File: src/rtl/pong_pkg.sv
// Shared definitions for the ping-pong match controller.
// Holds the game state codes, the winner codes and the serve-mode selectors.
// The state and winner codes are also what the VGA and scoreboard logic decode.
package pong_pkg;

  // State codes are visible on the game_state output, so the values are fixed.
  typedef enum logic [2:0] {
    SERVE_P1    = 3'd0,
    SERVE_P2    = 3'd1,
    PLAYING     = 3'd2,
    GAME_END    = 3'd3,
    POINT_PAUSE = 3'd4
  } game_state_e;

  typedef enum logic [1:0] {
    WIN_NONE = 2'd0,
    WIN_P1   = 2'd1,
    WIN_P2   = 2'd2,
    WIN_DRAW = 2'd3
  } winner_e;

  // Who serves after a point has been scored.
  localparam int SERVE_LOSER  = 0;
  localparam int SERVE_WINNER = 1;

endpackage

File: src/rtl/hold_timer.sv
// Load-and-count-down timer used for the pause after each point.
// Ports:
//   clk, reset : clock and synchronous active-high reset
//   load_i     : reload the counter with CYCLES-1 (has priority over counting)
//   en_i       : count down by one per cycle while nonzero
//   zero_o     : high while the counter holds zero
// Loading CYCLES-1 and exiting on the zero cycle gives a hold of exactly
// CYCLES cycles, counting the cycle right after the load.
module hold_timer #(
  parameter int CYCLES = 4,
  parameter int W      = (CYCLES > 1) ? $clog2(CYCLES) : 1
) (
  input  logic clk,
  input  logic reset,
  input  logic load_i,
  input  logic en_i,
  output logic zero_o
);

  localparam logic [W-1:0] LOAD_VAL = W'(CYCLES - 1);

  logic [W-1:0] cnt_q, cnt_d;

  // Next count: reload on request, otherwise step down until zero and stick there.
  always_comb begin
    cnt_d = cnt_q;
    if (load_i) begin
      cnt_d = LOAD_VAL;
    end else if (en_i && (cnt_q != '0)) begin
      cnt_d = cnt_q - 1'b1;
    end
  end

  // Counter register.
  always_ff @(posedge clk) begin
    if (reset) begin
      cnt_q <= '0;
    end else begin
      cnt_q <= cnt_d;
    end
  end

  assign zero_o = (cnt_q == '0);

endmodule

File: src/rtl/pong_match_ctrl.sv
// Match controller for the ping-pong game: serve, play, scoring, post-point
// pause, win-by-margin / saturation win and time-limit ending.
// Ports:
//   clk, reset             : clock and synchronous active-high reset
//   p1l, p1r, p2l, p2r     : player buttons (level)
//   ball_x                 : ball horizontal position
//   time_cnt               : elapsed match seconds
//   game_state             : registered state code (see pong_pkg)
//   p1_score, p2_score     : registered scores, saturating
//   winner                 : 0 none, 1 P1, 2 P2, 3 draw
//   point_p1, point_p2     : one-cycle pulse when a point is awarded
module pong_match_ctrl
  import pong_pkg::*;
#(
  parameter int X_W          = 10,
  parameter int SCORE_W      = 4,
  parameter int TIME_W       = 6,
  parameter int GOAL_POINTS  = 7,
  parameter int WIN_BY       = 2,
  parameter int GAME_TIME    = 60,
  parameter int P1_BOARD_X   = 150,
  parameter int P2_BOARD_X   = 490,
  parameter int PAUSE_CYCLES = 50_000_000,
  parameter int SERVE_MODE   = 0
) (
  input  logic               clk,
  input  logic               reset,
  input  logic               p1l,
  input  logic               p1r,
  input  logic               p2l,
  input  logic               p2r,
  input  logic [X_W-1:0]     ball_x,
  input  logic [TIME_W-1:0]  time_cnt,
  output logic [2:0]         game_state,
  output logic [SCORE_W-1:0] p1_score,
  output logic [SCORE_W-1:0] p2_score,
  output logic [1:0]         winner,
  output logic               point_p1,
  output logic               point_p2
);

  localparam int SW1 = SCORE_W + 1;
  localparam logic [SCORE_W-1:0] SCORE_MAX = '1;
  localparam logic [SW1-1:0]     GOAL_EXT  = SW1'(GOAL_POINTS);
  localparam logic [SW1-1:0]     LEAD_EXT  = SW1'(WIN_BY);
  localparam logic [X_W-1:0]     P1_BOARD  = X_W'(P1_BOARD_X);
  localparam logic [X_W-1:0]     P2_BOARD  = X_W'(P2_BOARD_X);
  localparam logic [TIME_W:0]    TIME_EXT  = (TIME_W + 1)'(GAME_TIME);
  localparam logic               LOSER_SERVES = (SERVE_MODE == SERVE_LOSER);

  game_state_e        state_q, state_d;
  logic [SCORE_W-1:0] p1Score_q, p1Score_d;
  logic [SCORE_W-1:0] p2Score_q, p2Score_d;
  winner_e            winner_q, winner_d;
  logic               pointP1_q, pointP1_d;
  logic               pointP2_q, pointP2_d;
  logic               serverP2_q, serverP2_d;

  logic               timerLoad;
  logic               timerEn;
  logic               timerZero;
  logic               timeout;
  logic [SW1-1:0]     p1Ext, p2Ext;
  logic               p1Wins, p2Wins;
  winner_e            scoreWinner;

  hold_timer #(
    .CYCLES(PAUSE_CYCLES)
  ) u_hold_timer (
    .clk   (clk),
    .reset (reset),
    .load_i(timerLoad),
    .en_i  (timerEn),
    .zero_o(timerZero)
  );

  // Widen by one bit so the timeout threshold may sit at the top of the range.
  assign timeout = ({1'b0, time_cnt} >= TIME_EXT);

  // Scores are widened by one bit for the lead arithmetic; the subtraction is
  // only trusted after the ordering check, so it is always non-negative.
  // A saturated score ends the match on its own, whatever the lead.
  assign p1Ext  = {1'b0, p1Score_q};
  assign p2Ext  = {1'b0, p2Score_q};
  assign p1Wins = ((p1Ext >= GOAL_EXT) && (p1Ext >= p2Ext) && ((p1Ext - p2Ext) >= LEAD_EXT))
                  || (p1Score_q == SCORE_MAX);
  assign p2Wins = ((p2Ext >= GOAL_EXT) && (p2Ext >= p1Ext) && ((p2Ext - p1Ext) >= LEAD_EXT))
                  || (p2Score_q == SCORE_MAX);

  // Winner when the clock runs out: straight score comparison.
  assign scoreWinner = (p1Ext > p2Ext) ? WIN_P1 :
                       (p2Ext > p1Ext) ? WIN_P2 : WIN_DRAW;

  assign timerEn = (state_q == POINT_PAUSE);

  // Next-state logic. A goal in PLAYING beats a simultaneous timeout; the
  // timeout is looked at again when the pause expires, after the win check.
  always_comb begin
    state_d    = state_q;
    p1Score_d  = p1Score_q;
    p2Score_d  = p2Score_q;
    winner_d   = winner_q;
    serverP2_d = serverP2_q;
    pointP1_d  = 1'b0;
    pointP2_d  = 1'b0;
    timerLoad  = 1'b0;

    case (state_q)
      SERVE_P1: begin
        if (timeout) begin
          state_d  = GAME_END;
          winner_d = scoreWinner;
        end else if (p1l || p1r) begin
          state_d = PLAYING;
        end
      end

      SERVE_P2: begin
        if (timeout) begin
          state_d  = GAME_END;
          winner_d = scoreWinner;
        end else if (p2l || p2r) begin
          state_d = PLAYING;
        end
      end

      PLAYING: begin
        if (ball_x > P2_BOARD) begin
          p1Score_d  = (p1Score_q == SCORE_MAX) ? p1Score_q : p1Score_q + 1'b1;
          pointP1_d  = 1'b1;
          serverP2_d = LOSER_SERVES;
          timerLoad  = 1'b1;
          state_d    = POINT_PAUSE;
        end else if (ball_x < P1_BOARD) begin
          p2Score_d  = (p2Score_q == SCORE_MAX) ? p2Score_q : p2Score_q + 1'b1;
          pointP2_d  = 1'b1;
          serverP2_d = !LOSER_SERVES;
          timerLoad  = 1'b1;
          state_d    = POINT_PAUSE;
        end else if (timeout) begin
          state_d  = GAME_END;
          winner_d = scoreWinner;
        end
      end

      POINT_PAUSE: begin
        if (timerZero) begin
          if (p1Wins) begin
            state_d  = GAME_END;
            winner_d = WIN_P1;
          end else if (p2Wins) begin
            state_d  = GAME_END;
            winner_d = WIN_P2;
          end else if (timeout) begin
            state_d  = GAME_END;
            winner_d = scoreWinner;
          end else begin
            state_d = serverP2_q ? SERVE_P2 : SERVE_P1;
          end
        end
      end

      GAME_END: begin
        state_d = GAME_END;
      end

      default: begin
        state_d = SERVE_P1;
      end
    endcase
  end

  // State, score and output registers; reset overrides every transition.
  always_ff @(posedge clk) begin
    if (reset) begin
      state_q    <= SERVE_P1;
      p1Score_q  <= '0;
      p2Score_q  <= '0;
      winner_q   <= WIN_NONE;
      pointP1_q  <= 1'b0;
      pointP2_q  <= 1'b0;
      serverP2_q <= 1'b0;
    end else begin
      state_q    <= state_d;
      p1Score_q  <= p1Score_d;
      p2Score_q  <= p2Score_d;
      winner_q   <= winner_d;
      pointP1_q  <= pointP1_d;
      pointP2_q  <= pointP2_d;
      serverP2_q <= serverP2_d;
    end
  end

  assign game_state = state_q;
  assign p1_score   = p1Score_q;
  assign p2_score   = p2Score_q;
  assign winner     = winner_q;
  assign point_p1   = pointP1_q;
  assign point_p2   = pointP2_q;

endmodule

File: config.mk
export PLATFORM = sky130hd
export DESIGN_NAME = pong_match_ctrl
export DESIGN_NICKNAME = d
export VERILOG_FILES = /design/src/rtl/pong_pkg.sv /design/src/rtl/hold_timer.sv /design/src/rtl/pong_match_ctrl.sv
export SDC_FILE = /design/constraint.sdc
export NUM_CORES = 1
export LEC_CHECK = 0
export CAP_MARGIN = 15
export CORE_ASPECT_RATIO = 1.5
export CORE_MARGIN = 1.5
export CORE_UTILIZATION = 35
export CTS_CLUSTER_SIZE = 28
export DETAILED_ROUTE_END_ITERATION = 10
export PLACE_DENSITY = 0.59
export SYNTH_ARGS = -nofsm -noshare
export SYNTH_HDL_FRONTEND = slang
export SYNTH_SLANG_ARGS = --single-unit
File: constraint.sdc
create_clock -name clk -period 5.4 [get_ports clk]
set_clock_uncertainty 0.15 [all_clocks]
set_input_delay 0.81 -clock clk [delete_from_list [all_inputs] [get_ports clk]]
set_output_delay 0.81 -clock clk [all_outputs]
set_load 0.005 [all_outputs]
==> metrics.cfg <==
[logic_synthesis]
yosysUniqueCellTypes=56
avgSynthCellArea_sq_um=8.32
synth_cells=300
netlist_area_sq_um=2500
synth_async_sr_flop_share_pct=0
synth_edf_count=0
synthAdderAreaFrac_pct=7.12
synth_xor_area_share_pct=9.47
synth.top_cell.area_share_pct=33.7
yosys.area.top_type=dfxtp_1
synthMuxAreaShare_pct=0.802
synth_ff_type=dfxtp_1
synthSimpleGateAreaFrac_pct=25.1
seq_area_frac_synth_pct=33.7
yosysWarningCount=0
synth_compound_area_share_pct=19.5
ys_ff_latch=42
synth_top_family_by_area=simple AND/OR/NAND/NOR gates
ys_top_cells_by_area=dfxtp_1, xnor2_1, a21oi_1
syn_nets=335

[power]
switching_share_pct=39.0
pwr-share-seq_pct=35.8
switching_power_uw=529
ir_worst_vdd_mv=0.173
leakagePower_nw=1.10
p_per_area_nw_per_um2=450
p_clk_share_pct=18.6
power.internal_uw=826
combPwrFrac_pct=45.5

[clock_tree]
cts_sinks=42
tritoncts=done
numCtsBuffers=5
hold_buffers=0
cts_root_buf=clkbuf_8
insertion_delay_ns=0.29
cts_resized=0
postCtsSetupBuffers=0
clk_pin_slew_ns=0.08
h-tree-depth=2
clk_path_buf_depth=2

[place]
placed_cells=403
hpwl_um=4390
gp_congestion=0.844
portBuffers=34

[cells_and_area]
fin_cells=410
diodes=0
seq_area_sq_um=841
multiInputGateArea_sq_um=1550
nFillCells=689
drive_gt1_share_pct=6.02
final_util_pct=43.7
syn_to_final_growth_pct=20.8
final_nets=367

[detailed_routing]
met1_length_um=2540
wire_per_inst_um=14.2
top_layer=met4
drtIter0Drc=85
totalWireLength_um=5830
routed-wl-met2_um=3070
final_antenna_net_count=0
dr.pass1.iters=4
vias=2221
post_drt_via_cell_ratio=5.42
wl_met3_um=107
remaining_drc_errors=0

[timing]
tns_ns=0
whs_ns=0.309
drv_slew=0
maxSlewHeadroom_pct=21.6
rsz0062_at_grt=false
tightest_slew_ns=1.17
min_period_over_period_pct=59.8
min_period_ns=3.23
setup_viol=0
finalHoldViolCount=0
fmax_ghz=0.310

[setup_path]
criticalPathCategory=flip-flop to flip-flop
cp-start-kind=flip-flop
cp_max_fo=17
r2r_slack_ns=2.17
crit_path_end_kind=flip-flop
r2r-end=u_hold_timer.cnt_q[13]
rr_worst_depth=8
worst-endpoint-required_ns=5.39
r2r-start=u_hold_timer.cnt_q[0]
arrival_ns=3.22

[global_route]
grt_overflow=0
grt_max_degree=33
grt.total_usage_pct=16.0
grt_pass1_vias=2207
antenna_found_initial=0
grt_pass1_wl_um=9820

[hold_path]
hold_path.class=flip-flop to flip-flop
worstHoldEndpoint=serverP2_q
hold_start=serverP2_q
min_path_cells=2

[die]
fp.dieW_um=72.0
fp.dieH_um=106
die_area_sq_um=7660
fp-row-count=37
ios=37
initial_core_util_pct=36.2
coreArea_sq_um=6900

[run]
maxCapViolCount=0

[run_status]
status=complete, no violations

==> power by group through the flow <==
stage | Combinational (mW) | Clock [mW] | Sequential, mW
finish | 0.617 | 0.253 | 0.485
floorplan | 0.480 | 0 | 0.466
global route | 0.697 | 0.271 | 0.501
CTS | 0.625 | 0.260 | 0.485
global placement | 0.613 | 0 | 0.489
detailed placement | 0.620 | 0 | 0.490
==> worst max-delay path, cell delays in order (launching register included) <==
cell	delay, ns
dfxtp_1	0.31
inv_1	0.10
ha_1	0.18
or4b_2	0.67
nand3b_4	0.23
o31ai_2	1.01
nor4_1	0.13
xnor2_1	0.19
a21oi_1	0.08
==> sequential cells by signal (all words and copies together), names as in the netlist <==
| name | cells |
|---|---|
| u_hold_timer.cnt_q | 26 |
| p1_score | 4 |
| serverP2_q | 1 |
| point_p1 | 1 |
| point_p2 | 1 |
| winner | 2 |
| p2_score | 4 |
| game_state | 3 |
==> layer usage <==
metal  vias to the layer above  global-route usage [%]
met5                         -                       0
met4                         0                    5.80
met3                         7                    2.94
met2                        24                    30.4
met1                      1047                    17.1
li1                       1143                       -
==> worst max-delay path by stage <==
stage               cells past startpoint                  start  slack [ns]                endpoint
floorplan                               9  u_hold_timer.cnt_q[0]        2.69           game_state[0]
global placement                        7              ball_x[6]        1.95   u_hold_timer.cnt_q[7]
detailed placement                      7              ball_x[6]        1.94  u_hold_timer.cnt_q[16]
CTS                                     8  u_hold_timer.cnt_q[0]        2.12   u_hold_timer.cnt_q[3]
global route                            8  u_hold_timer.cnt_q[0]        1.91  u_hold_timer.cnt_q[13]
finish                                  8  u_hold_timer.cnt_q[0]        2.17  u_hold_timer.cnt_q[13]
==> Yosys cell counts, types with 4 or more instances <==
master	n
a21oi_1	32
clkbuf_1	8
dfxtp_1	42
ha_1	11
inv_1	18
nand2_1	13
nand2b_1	5
nand3_1	8
nand4_1	6
nor2_1	35
nor3_1	11
nor4_1	9
o211ai_1	4
o21ai_0	5
o41ai_1	4
or2_2	4
or3_1	6
xnor2_1	20
xor2_1	7
==> final cells by class <==
class	count	share of cell area, %
Clock buffer	6	2.74
Clock inverter	1	0.996
Inverter	18	2.24
Multi-Input combinational cell	230	51.3
Sequential cell	42	27.9
Tap cell	78	3.24
Timing Repair Buffer	35	11.5
==> kinds of logic after synthesis <==
group	Yosys count
multiplexers	2
AO/OA/AOI/OAI	73
XOR/XNOR	27
buffers and inverters	28
AND/OR/NAND/NOR	115
flip-flops	42
adder cells (fa/ha/maj)	13
==> per-stage QoR <==
stage	total power, mW	cell area [sq um]	setup slack (ns)
finish	1.36	3010	2.17
global route	1.47	3010	1.91
CTS	1.37	3010	2.12
detailed placement	1.11	2900	1.94
global placement	1.10	2900	1.95
floorplan	0.946	2500	2.69
==> placed cells by master (no fill, tap or decap), drive strengths merged, types with 3 or more instances in the layout <==
cell and count:
or3 6, clkdlybuf4s50 34, o31ai 3, clkbuf 6, inv 18, dfxtp 42
nand2 13, nand3 8, ha 11, xnor2 20, a21oi 32, o21ai 5
nor3 11, nor4 9, o211ai 4, o41ai 4, nand2b 5, nor2 35
nand3b 3, or2 4, nand4 6, xor2 7
(Power assumes the default switching activity.)
